**src/rtl/adder_pkg.sv**
```systemverilog
// adder_pkg: register word offsets and response codes for the adder slave
package adder_pkg;
    localparam logic [1:0] ADDR_OP_A   = 2'd0;
    localparam logic [1:0] ADDR_OP_B   = 2'd1;
    localparam logic [1:0] ADDR_SUM    = 2'd2;
    localparam logic [1:0] ADDR_STATUS = 2'd3;
    localparam logic RESP_OKAY   = 1'b0;
    localparam logic RESP_SLVERR = 1'b1;
endpackage

```
**src/rtl/adder_core.sv**
```systemverilog
// adder_core: combinational operand sum with carry-out
module adder_core #(
    parameter int DATA_WIDTH = 32
) (
    input  logic [DATA_WIDTH-1:0] i_a,
    input  logic [DATA_WIDTH-1:0] i_b,
    output logic [DATA_WIDTH-1:0] o_sum,
    output logic                  o_carry
);
    assign {o_carry, o_sum} = {1'b0, i_a} + {1'b0, i_b};
endmodule

```
**src/rtl/adder.sv**
```systemverilog
// adder: AXI4-Lite-style slave with two operand registers, exposing their sum and carry
module adder
    import adder_pkg::*;
#(
    parameter int DATA_WIDTH = 32,
    parameter int ADDR_WIDTH = 8
) (
    input  logic                    s1_axi_aclk,
    input  logic                    s1_axi_aresetn,
    input  logic [ADDR_WIDTH-1:0]   s1_axi_awaddr,
    input  logic                    s1_axi_awvalid,
    output logic                    s1_axi_awready,
    input  logic [DATA_WIDTH-1:0]   s1_axi_wdata,
    input  logic [DATA_WIDTH/8:0]   s1_axi_wstrb,
    input  logic                    s1_axi_wvalid,
    output logic                    s1_axi_wready,
    output logic                    s1_axi_bresp,
    output logic                    s1_axi_bvalid,
    input  logic                    s1_axi_bready,
    input  logic [ADDR_WIDTH-1:0]   s1_axi_araddr,
    input  logic                    s1_axi_arvalid,
    output logic                    s1_axi_arready,
    output logic [DATA_WIDTH-1:0]   s1_axi_rdata,
    output logic                    s1_axi_rresp,
    output logic                    s1_axi_rvalid,
    input  logic                    s1_axi_rready
);
    localparam int NB = DATA_WIDTH / 8;

    logic [DATA_WIDTH-1:0] r_op_a, r_op_b, w_sum, w_rd_data;
    logic [1:0]            w_wr_idx, w_rd_idx;
    logic                  w_carry, w_wr_go, w_wr_acc, w_wr_bad, w_rd_go, w_rd_acc, w_rd_unm;
    logic                  w_unused;

    adder_core #(.DATA_WIDTH(DATA_WIDTH)) u_core (
        .i_a    (r_op_a),
        .i_b    (r_op_b),
        .o_sum  (w_sum),
        .o_carry(w_carry)
    );

    assign w_unused = &{1'b0, s1_axi_awaddr[1:0], s1_axi_araddr[1:0], s1_axi_wstrb[NB]};

    always_comb begin
        w_wr_go   = s1_axi_awvalid & s1_axi_wvalid & ~s1_axi_awready & ~s1_axi_bvalid;
        w_wr_acc  = s1_axi_awready & s1_axi_wready & s1_axi_awvalid & s1_axi_wvalid;
        w_wr_idx  = s1_axi_awaddr[3:2];
        w_wr_bad  = (|s1_axi_awaddr[ADDR_WIDTH-1:4]) | (w_wr_idx != ADDR_OP_A && w_wr_idx != ADDR_OP_B);
        w_rd_go   = s1_axi_arvalid & ~s1_axi_arready & ~s1_axi_rvalid;
        w_rd_acc  = s1_axi_arready & s1_axi_arvalid;
        w_rd_idx  = s1_axi_araddr[3:2];
        w_rd_unm  = |s1_axi_araddr[ADDR_WIDTH-1:4];
        w_rd_data = w_rd_unm                ? '0 :
                    w_rd_idx == ADDR_OP_A   ? r_op_a :
                    w_rd_idx == ADDR_OP_B   ? r_op_b :
                    w_rd_idx == ADDR_SUM    ? w_sum :
                                              {{(DATA_WIDTH-1){1'b0}}, w_carry};
    end

    // Only enabled byte lanes of a mapped operand register change
    always_ff @(posedge s1_axi_aclk or negedge s1_axi_aresetn) begin
        if (!s1_axi_aresetn) begin
            r_op_a <= '0;
            r_op_b <= '0;
        end else if (w_wr_acc && !w_wr_bad) begin
            for (int i = 0; i < NB; i++) begin
                if (s1_axi_wstrb[i] && w_wr_idx == ADDR_OP_A) r_op_a[i*8 +: 8] <= s1_axi_wdata[i*8 +: 8];
                if (s1_axi_wstrb[i] && w_wr_idx == ADDR_OP_B) r_op_b[i*8 +: 8] <= s1_axi_wdata[i*8 +: 8];
            end
        end
    end

    always_ff @(posedge s1_axi_aclk or negedge s1_axi_aresetn) begin
        if (!s1_axi_aresetn) begin
            s1_axi_awready <= 1'b0;
            s1_axi_wready  <= 1'b0;
            s1_axi_bvalid  <= 1'b0;
            s1_axi_bresp   <= RESP_OKAY;
        end else begin
            s1_axi_awready <= w_wr_go;
            s1_axi_wready  <= w_wr_go;
            if (w_wr_acc) begin
                s1_axi_bvalid <= 1'b1;
                s1_axi_bresp  <= w_wr_bad ? RESP_SLVERR : RESP_OKAY;
            end else if (s1_axi_bready) begin
                s1_axi_bvalid <= 1'b0;
            end
        end
    end

    // Read data is captured from pre-edge register values, so a same-cycle write is not visible
    always_ff @(posedge s1_axi_aclk or negedge s1_axi_aresetn) begin
        if (!s1_axi_aresetn) begin
            s1_axi_arready <= 1'b0;
            s1_axi_rvalid  <= 1'b0;
            s1_axi_rdata   <= '0;
            s1_axi_rresp   <= RESP_OKAY;
        end else begin
            s1_axi_arready <= w_rd_go;
            if (w_rd_acc) begin
                s1_axi_rvalid <= 1'b1;
                s1_axi_rdata  <= w_rd_data;
                s1_axi_rresp  <= w_rd_unm ? RESP_SLVERR : RESP_OKAY;
            end else if (s1_axi_rready) begin
                s1_axi_rvalid <= 1'b0;
            end
        end
    end
endmodule

```
**config.mk**
```make
export PLATFORM = sky130hd
export DESIGN_NAME = adder
export DESIGN_NICKNAME = d
export VERILOG_FILES = /design/src/rtl/adder_pkg.sv /design/src/rtl/adder_core.sv /design/src/rtl/adder.sv
export SDC_FILE = /design/constraint.sdc
export NUM_CORES = 1
export LEC_CHECK = 0
export CORE_MARGIN = 2
export CORE_UTILIZATION = 55
export DETAILED_ROUTE_END_ITERATION = 7
export PLACE_DENSITY = 0.81
export SYNTH_ARGS = -nofsm -noshare
export SYNTH_HDL_FRONTEND = slang
export SYNTH_HIERARCHICAL = 1
export SYNTH_SLANG_ARGS = --single-unit
```
**constraint.sdc**
```tcl
create_clock -name s1_axi_aclk -period 7.4 [get_ports s1_axi_aclk]
set_clock_uncertainty 0.15 [all_clocks]
set_input_delay 1.11 -clock s1_axi_aclk [delete_from_list [all_inputs] [get_ports s1_axi_aclk]]
set_output_delay 1.11 -clock s1_axi_aclk [all_outputs]
set_load 0.005 [all_outputs]
```
==> results of run 1 <==
area by class of cell:
cell class	instances	area (µm²)
well taps	143	178.9
fillers	871	3670
multi-input cells	429	3641
clock inverters	6	62.56
clock buffers	10	229.0
flip-flops and latches	102	2552
repair buffers	97	953.4
inverters	9	33.78
state kept, by name, summed over array words and instances, names as in the netlist:
name            count
s1_axi_wready       1
s1_axi_bresp        1
s1_axi_rdata       32
s1_axi_arready      1
s1_axi_bvalid       1
s1_axi_rresp        1
r_op_b             32
r_op_a             32
s1_axi_rvalid       1
Yosys cell counts, types with 2 or more instances:
master and count:
a211oi_1 3, a21o_1 6, a21oi_1 37, a22o_1 32, a31oi_1 3, buf_1 3
buf_2 2, clkbuf_1 21, dfrtp_1 102, ha_1 32, inv_1 9, mux2_1 3
mux2_2 53, mux2_4 8, mux2i_1 33, nand2_1 35, nand2b_1 3, nand3_1 9
nand4_1 5, nor2_1 22, nor2b_1 3, nor3_1 11, nor3b_1 2, nor4_1 4
nor4_4 8, o21a_1 5, o21ai_0 18, o21bai_1 2, o22ai_1 2, o2bb2ai_1 31
o31a_1 2, xnor2_1 16, xor2_1 10
path summary, 6_finish.rpt:
path | startpoint | to | slack, ps
max reg2reg | r_op_a[0] | s1_axi_rdata[0] | 3880
min in group asynchronous | s1_axi_aresetn | s1_axi_rdata[11] | 630
min reg2reg | s1_axi_bvalid | s1_axi_wready | 300
max | s1_axi_wvalid | r_op_a[0] | 3690
min | s1_axi_bvalid | s1_axi_wready | 300
max in group asynchronous | s1_axi_aresetn | r_op_a[27] | 5370
cells by family (layout without fill, tap and decap cells):
kind of cell / after synthesis / in the layout / synth area share (%)
AND/OR/NAND/NOR: 112 / 112 / 10.70
multiplexers: 98 / 98 / 17.42
flip-flops: 102 / 102 / 40.28
adder cells (fa/ha/maj): 33 / 33 / 6.635
buffers and inverters: 37 / 122 / 2.409
XOR/XNOR: 26 / 26 / 3.594
AO/OA/AOI/OAI: 160 / 160 / 18.96
worst reg2reg max path, delay by kind of cell, from the launching register on:
family,cells,cell delay (ps)
AOI/OAI and AO/OA,6,1600
adders and majority gates,2,690
muxes,1,470
DFF,1,410
and+or+nand+nor,1,100
power breakdown:
| group | switching [mW] | leakage [nW] | internal (mW) |
|---|---|---|---|
| sequential | 0.00438 | 1.41 | 0.562 |
| clock | 0.215 | 0.134 | 0.261 |
| combinational | 0.0495 | 1.95 | 0.0447 |
| total | 0.269 | 3.50 | 0.868 |
metal layers:
metal  share of wire [%]  routed length [µm]  vias up
met5                   0                   0        -
met4                 2.4                 364        0
met3                 4.2                 639       23
met2                  48                7252      144
met1                  46                6979     2454
li1                    -                   -     2322
==> impl_metrics.toml, run 1 <==
[floorplanning]
core_area_mm2 = 0.01132
core.rowCount = 39
die_h_um = 111.3
start_util_pct = 55.97
die-area_mm2 = 0.01239
io_pins = 99
die_w_um = 111.3

[cts]
htree_levels = 3
ctsResizeCount = 0
tritoncts_num_sinks = 102
cts_buffers = 9
root_buffer = "clkbuf_16"
clockBufferDepth = 2
hold_buffers = 0
clkTransAtPathRegs_ps = 70
cts_tree = "done"
post-cts-setup-buffer-count = 0
clk_latency_ps = 360

[place]
place.gp.congestion = 0.9255
dp.cells = 780
place_ws_ps = 3313
place_area_mm2 = 0.007360
dp_hpwl_um = 10890
port_buffers = 93

[global_routing]
grt_pass1_wl_um = 25590
grtUsageMet3_pct = 4.028
grt_max_degree = 54
met1_usage_pct = 34.81
grtUsageTotal_pct = 25.52
antenna_found_initial = 0
grt-ovfl-total = 0
busiest_layer = "met2"
grt_pass1_vias = 5087
use_met2_pct = 41.30

[synth]
yosys-top-cells-area = "dfrtp_1, mux2_2, ha_1, mux2i_1, a22o_1"
synth_top_area_cell = "dfrtp_1"
ys.flop_type = "dfrtp_1"
synth-edff-count = 0
synth_cell_type_count = 66
yosysWarningCount = 6
ys_ff_latch = 102
syn_inst = 568
synth_area_mm2 = 0.006336
ys_async_sr_fraction_pct = 100.0
avgSynthCellArea_um2 = 11.16
ys_seq_area_share_pct = 40.28
synth_top_area_share_pct = 40.28
synth_nets = 661

[sta]
hold_viol = 0
rsz0062_at_grt = "no"
fin_crit_ps = 3709
slew_headroom_pct = 28.01
post-route-period-util_pct = 50.13
worst_pin_slew_ps = 1080
setup_viol = 0
layout_setup_ws_ps = 3691
hold_ws_ps = 302.3
fmax_mhz = 269.6
fin_tns_setup_ps = 0
drv_slew = 0

[final_layout]
final_core_util_pct = 67.58
design_area_mm2 = 0.007651
n_antenna_cell = 0
drive_above_1_share_pct = 15.93
final_common_cell = "dfrtp_1"
fin_nets = 741
syn_to_final_growth_pct = 20.75
fin_cells = 796
mostFrequentLayoutCells = "dfrtp_1, clkdlybuf4s50_1, mux2_2"

[routing]
drtPass1Iterations = 4
vias = 4943
via_per_inst = 6.210
wire_per_inst_um = 19.14
drt_iter0_drc = 322
route.detailed.drc = 0
antenna_left = 0
drt-total-wl_um = 15240

[critical_path]
worstSetupStartpointType = "input port"
path_depth = 4
crit_type = "input port to register"
cp_cell_sequence = "clkdlybuf4s50_1, nand4bb_1, nor4_4, mux2_4"
cp-end-kind = "register"
reg2reg_depth = 10
critPathTopFamily = "simple AND/OR/NAND/NOR gates"
critPathMaxFanout = 9
required_ps = 7490
cp_slowest_stage_delay_ps = 1080
cpMaxStageDelayCell = "nor4_4"
crit_buf_inv = 1
crit_arrival_ps = 3800

[power_and_ir_drop]
power_density_mw_per_mm2 = 148.6
ir_drop_uv = 123.5
power_mw = 1.137
power.leakage_nw = 3.499

[job]
drv_cap = 0

[min_path]
min_path_type = "register to register"
hold_depth = 1

[status]
status = "finished clean"
No activity file was read; power rests on OpenSTA's default activity.
==> run 2: changes to the inputs <==
CORE_UTILIZATION = 49   (was 55)
PLACE_DENSITY = 0.77   (was 0.81)
clock period = 3.1 ns   (was 7.4 ns; I/O delays follow)
==> impl_metrics.toml, run 2 (synthesis results as in run 1) <==
[floorplanning]
io_pins = 99
die_w_um = 117.7
start_util_pct = 50.21
die-area_mm2 = 0.01386
core_area_mm2 = 0.01262
core.rowCount = 41
die_h_um = 117.7

[job]
drv_cap = 0

[sta]
fmax_mhz = 332.9
post-route-period-util_pct = 96.90
hold_viol = 0
rsz0062_at_grt = "yes"
drv_slew = 0
worst_pin_slew_ps = 623.4
slew_headroom_pct = 58.13
setup_viol = 0
fin_crit_ps = 3004

[global_routing]
antenna_found_initial = 0
grt_pass1_vias = 5162
grt_max_degree = 59
grt-ovfl-total = 0
grtUsageTotal_pct = 22.97
grt_pass1_wl_um = 25690

[critical_path]
r2r_setup_slack_ps = 100
worstSetupStartpointType = "register"
cp-end-kind = "register"
r2r-start = "r_op_a[0]"
required_ps = 3200
reg2reg_to = "s1_axi_rdata[28]"
reg2reg_depth = 13
crit_type = "register to register"
crit_arrival_ps = 3100
critPathMaxFanout = 2

[power_and_ir_drop]
power_mw = 2.868
power.leakage_nw = 3.644
ir_drop_uv = 244.9
power_density_mw_per_mm2 = 359.3

[routing]
drtPass1Iterations = 5
vias = 5030
antenna_left = 0
route.detailed.drc = 0
drt-total-wl_um = 15620
via_per_inst = 5.925
wire_per_inst_um = 18.40
drt_iter0_drc = 260

[final_layout]
num-fill-cells = 1013
final_core_util_pct = 63.26
ff_latch_area_mm2 = 0.002552
mostFrequentLayoutCells = "dfrtp_1, clkdlybuf4s50_1, mux2_2"
design_area_mm2 = 0.007983
multi_input_area_mm2 = 0.003689
largest_registers = "r_op_a (32), r_op_b (32), s1_axi_rdata (32)"
n_antenna_cell = 0
fin_nets = 766
drive_above_1_share_pct = 19.79
syn_to_final_growth_pct = 25.99
final_common_cell = "dfrtp_1"

[min_path]
hold_depth = 1
hp-start = "s1_axi_rvalid"
min_to = "s1_axi_arready"
min_path_type = "register to register"

[place]
place_area_mm2 = 0.007569
dp_hpwl_um = 11640
port_buffers = 93
place.gp.congestion = 0.9513

[cts]
cts_buffers = 9
clockBufferDepth = 2
htree_levels = 3
clkTransAtPathRegs_ps = 70
root_buffer = "clkbuf_16"
clk_latency_ps = 360
tritoncts_num_sinks = 102
cts_tree = "done"

[status]
status = "finished clean"
## run 2: cell types whose count changed in the layout (fill, tap and decap cells not counted), sizes merged
cell | previous run | this run
buf | 6 | 30
bufinv | 1 | 3
clkbuf | 10 | 9
clkinvlp | 3 | 1
dlygate4sd3 | 0 | 1
## run 2: per-layer routing
metal	part of all wire (%)	global-route usage, %	routed length, µm
met5	0	0	0
met4	1.9	7.605	302
met3	4.2	4.312	663
met2	48	38.88	7560
met1	45	29.65	7097
## run 2: final cells by class
type,instances,area share (%)
multi-input combinational,429,46.21
sequential,102,31.97
tap,172,2.696
timing repair buffer,122,14.48
clock inverter,6,1.395
inverter,9,0.4232
clock buffer,9,2.821
## run 2: repair_timing
item	CTS	global route
resized for setup	2	7
hold endpoints to repair	44	0
setup buffers	0	2
pin swaps	3	11
endpoints found under the setup margin	2	9
hold buffers	1	0
## run 2: worst max path at each step
| stage | startpoint | end | slack [ps] | cells after the start |
|---|---|---|---|---|
| after floorplan | r_op_a[0] | s1_axi_rdata[0] | 120 | 10 |
| after global placement | r_op_a[0] | s1_axi_rdata[0] | -40 | 11 |
| after detailed placement | r_op_a[0] | s1_axi_rdata[0] | -50 | 11 |
| after CTS | r_op_a[0] | s1_axi_rdata[0] | 5 | 11 |
| after global routing | r_op_a[0] | s1_axi_rdata[28] | -60 | 13 |
| final | r_op_a[0] | s1_axi_rdata[28] | 100 | 13 |
## run 2: power by group
part / switching [mW] / internal (mW)
combinational: 0.118 / 0.113
sequential: 0.0105 / 1.34
clock: 0.500 / 0.784
## run 2: critical path, stage by stage (launching register included)
cell and delay, ps:
dfrtp_1 410, ha_4 180, fa_2 370, a211oi_2 180
buf_4 140, nor3_2 40, o211ai_1 260, a21o_1 210
o31a_1 210, buf_4 150, mux2i_1 180, nand3_1 90
o2bb2ai_1 130, a22o_1 190
## run 2: metrics by stage
stage | hold WS [ps] | TNS, ps | worst slack (ps) | std cells
finish | 318.0 | 0 | 95.99 | 849
CTS | 316.5 | 0 | 4.529 | 847
detailed placement | 306.6 | -54.74 | -54.74 | 831
floorplan | 19.41 | 0 | 119.5 | 568
global placement | 289.5 | -43.22 | -42.85 | 831
global route | 336.0 | -113.5 | -58.95 | 849
==> run 3: changes to the inputs <==
SYNTH_HIERARCHICAL = unset   (was 1)
==> impl_metrics.toml, run 3 <==
[status]
status = "finished clean"

[cts]
root_buffer = "clkbuf_16"
htree_levels = 3
clkTransAtPathRegs_ps = 70
post-cts-setup-buffer-count = 0
tritoncts_num_sinks = 102
clockBufferDepth = 2
clk_latency_ps = 350
cts_tree = "done"
cts_buffers = 9

[floorplanning]
die_h_um = 114.5
core.rowCount = 40
io_pins = 99
die_w_um = 114.5
start_util_pct = 50.00
core_area_mm2 = 0.01196
die-area_mm2 = 0.01311

[final_layout]
mostFrequentLayoutCells = "dfrtp_1, clkdlybuf4s50_1, mux2_2"
fin_nets = 741
fin_cells = 800
n_antenna_cell = 0
largest_registers = "r_op_a (32), r_op_b (32), s1_axi_rdata (32)"
final_core_util_pct = 62.15
final_common_cell = "dfrtp_1"
drive_above_1_share_pct = 19.60
syn_to_final_growth_pct = 24.31
num-fill-cells = 1011

[synth]
ys_seq_area_share_pct = 42.68
ys_async_sr_fraction_pct = 100.0
synth_nets = 639
synth_top_area_cell = "dfrtp_1"
ys_ff_latch = 102
post-synth-top-count-cell = "dfrtp_1"
synth_area_mm2 = 0.005981
syn_inst = 546
synth_cell_type_count = 62
ys.flop_type = "dfrtp_1"
yosys-top-cells-area = "dfrtp_1, mux2_2, ha_1, mux2i_1, a21oi_1"
synth-edff-count = 0
synth_common_cells = "dfrtp_1, mux2_2, a21oi_1"
synth_top_area_share_pct = 42.68
avgSynthCellArea_um2 = 10.95
yosysWarningCount = 0

[routing]
wl_met3_um = 666
drt_iter0_drc = 260
vias = 4779
antenna_left = 0
drt-met1-wl_um = 6508
route.detailed.drc = 0
wl_met2_um = 7135
top_layer = "met4"
wire_per_inst_um = 18.22
drtPass1Iterations = 5
drt-total-wl_um = 14580
via_per_inst = 5.974

[place]
port_buffers = 93
dp.cells = 784
dp_hpwl_um = 10690
place.gp.congestion = 0.8600

[min_path]
min_path_type = "input port to asynchronous set/reset pin"

[global_routing]
grt_max_degree = 89
grt_pass1_vias = 5050
grt-ovfl-total = 0
grtUsageTotal_pct = 23.50
grt_pass1_wl_um = 24470
antenna_found_initial = 0

[power_and_ir_drop]
power_density_mw_per_mm2 = 352.9
power_mw = 2.624
power.leakage_nw = 3.523
ir_drop_uv = 278.8

[critical_path]
worstSetupStartpointType = "register"
crit_buf_inv = 0
cpMaxStageDelayCell = "or3_1"
cp-end-kind = "register"
crit_type = "register to register"
cp_slowest_stage_delay_ps = 400
cp_cell_sequence = "ha_1, a21oi_1, o211ai_1, or3_1, o21ai_4, nand2_1, a21o_1, a211oi_1, nor4_1, a221o_1"
critPathMaxFanout = 6
required_ps = 3180
critPathTopFamily = "compound AO/OA/AOI/OAI gates"
crit_arrival_ps = 3060

[sta]
rsz0062_at_grt = "no"
post-route-period-util_pct = 96.01
hold_viol = 0
fin_tns_setup_ps = 0
slew_headroom_pct = 26.16
drv_slew = 0
fmax_mhz = 336.0
hold_ws_ps = 162.9
setup_viol = 0
fin_crit_ps = 2976
worst_pin_slew_ps = 1108

[job]
drv_cap = 0
-- run 3: cell count changes after synthesis, moves of 5 or more --
cell,change
nor3_1,-5
nand2_2,+5
inv_1,+5
mux2_4,-8
a22o_1,-22
clkbuf_1,-8
a21o_1,+9
o2bb2ai_1,-31
o221ai_1,+10
xnor2_1,-5
mux2_2,+16
o22ai_1,+7
nor4_4,-8
-- run 3: worst paths after layout --
kind / from / endpoint / slack, ps / depth (start not counted)
setup / recovery: r_op_a[7] / s1_axi_rdata[20] / 120 / 10
hold / removal: s1_axi_aresetn / s1_axi_rdata[10] / 160 / 1
setup reg to reg: r_op_a[7] / s1_axi_rdata[20] / 120 / 10
hold reg to reg: s1_axi_rvalid / s1_axi_arready / 320 / 1
max in group asynchronous: s1_axi_aresetn / r_op_b[17] / 1870 / 2
min in group s1_axi_aclk: s1_axi_rvalid / s1_axi_arready / 320 / 1
-- run 3: timing repair --
item                                    CTS  global route
gates resized for setup                   0             7
endpoints found under the setup margin    0             6
hold endpoints to repair                  0             0
hold buffers                              0             0
-- run 3: area by class of cell --
type	instances	area, µm²	area share (%)
clock buffer	9	225.2	3.029
clock inverter	7	48.80	0.6563
inverter	14	52.55	0.7068
multi-input combinational	414	3343	44.97
sequential	102	2552	34.33
tap	147	183.9	2.474
timing repair buffer	107	1028	13.83
-- run 3: report_power, final --
part	switching [mW]	internal, mW
Sequential	0.0112	1.34
Combinational	0.0999	0.109
Clock	0.515	0.544
-- run 3: through the flow --
stage	setup slack, ps	cell area (µm²)
final	123.7	7435
after global routing	12.03	7435
after CTS	101.9	7396
after detailed placement	134.0	7122
after global placement	182.9	7122
after floorplan	531.5	5981
-- run 3: cells by family after synthesis --
| kind of cell | Yosys count | share of synthesized area, % |
|---|---|---|
| flip-flops | 102 | 42.68 |
| multiplexers | 100 | 18.18 |
| AND/OR/NAND/NOR | 110 | 9.435 |
| AO/OA/AOI/OAI | 152 | 17.82 |
| buffers and inverters | 30 | 2.071 |
| XOR/XNOR | 19 | 2.782 |
| adder cells (fa/ha/maj) | 33 | 7.029 |
-- run 3: routing by layer --
metal,global-route usage [%],vias up
met3,4.447,21
met4,7.886,0
li1,-,2252
met1,29.93,2383
met5,0,-
met2,40.20,123
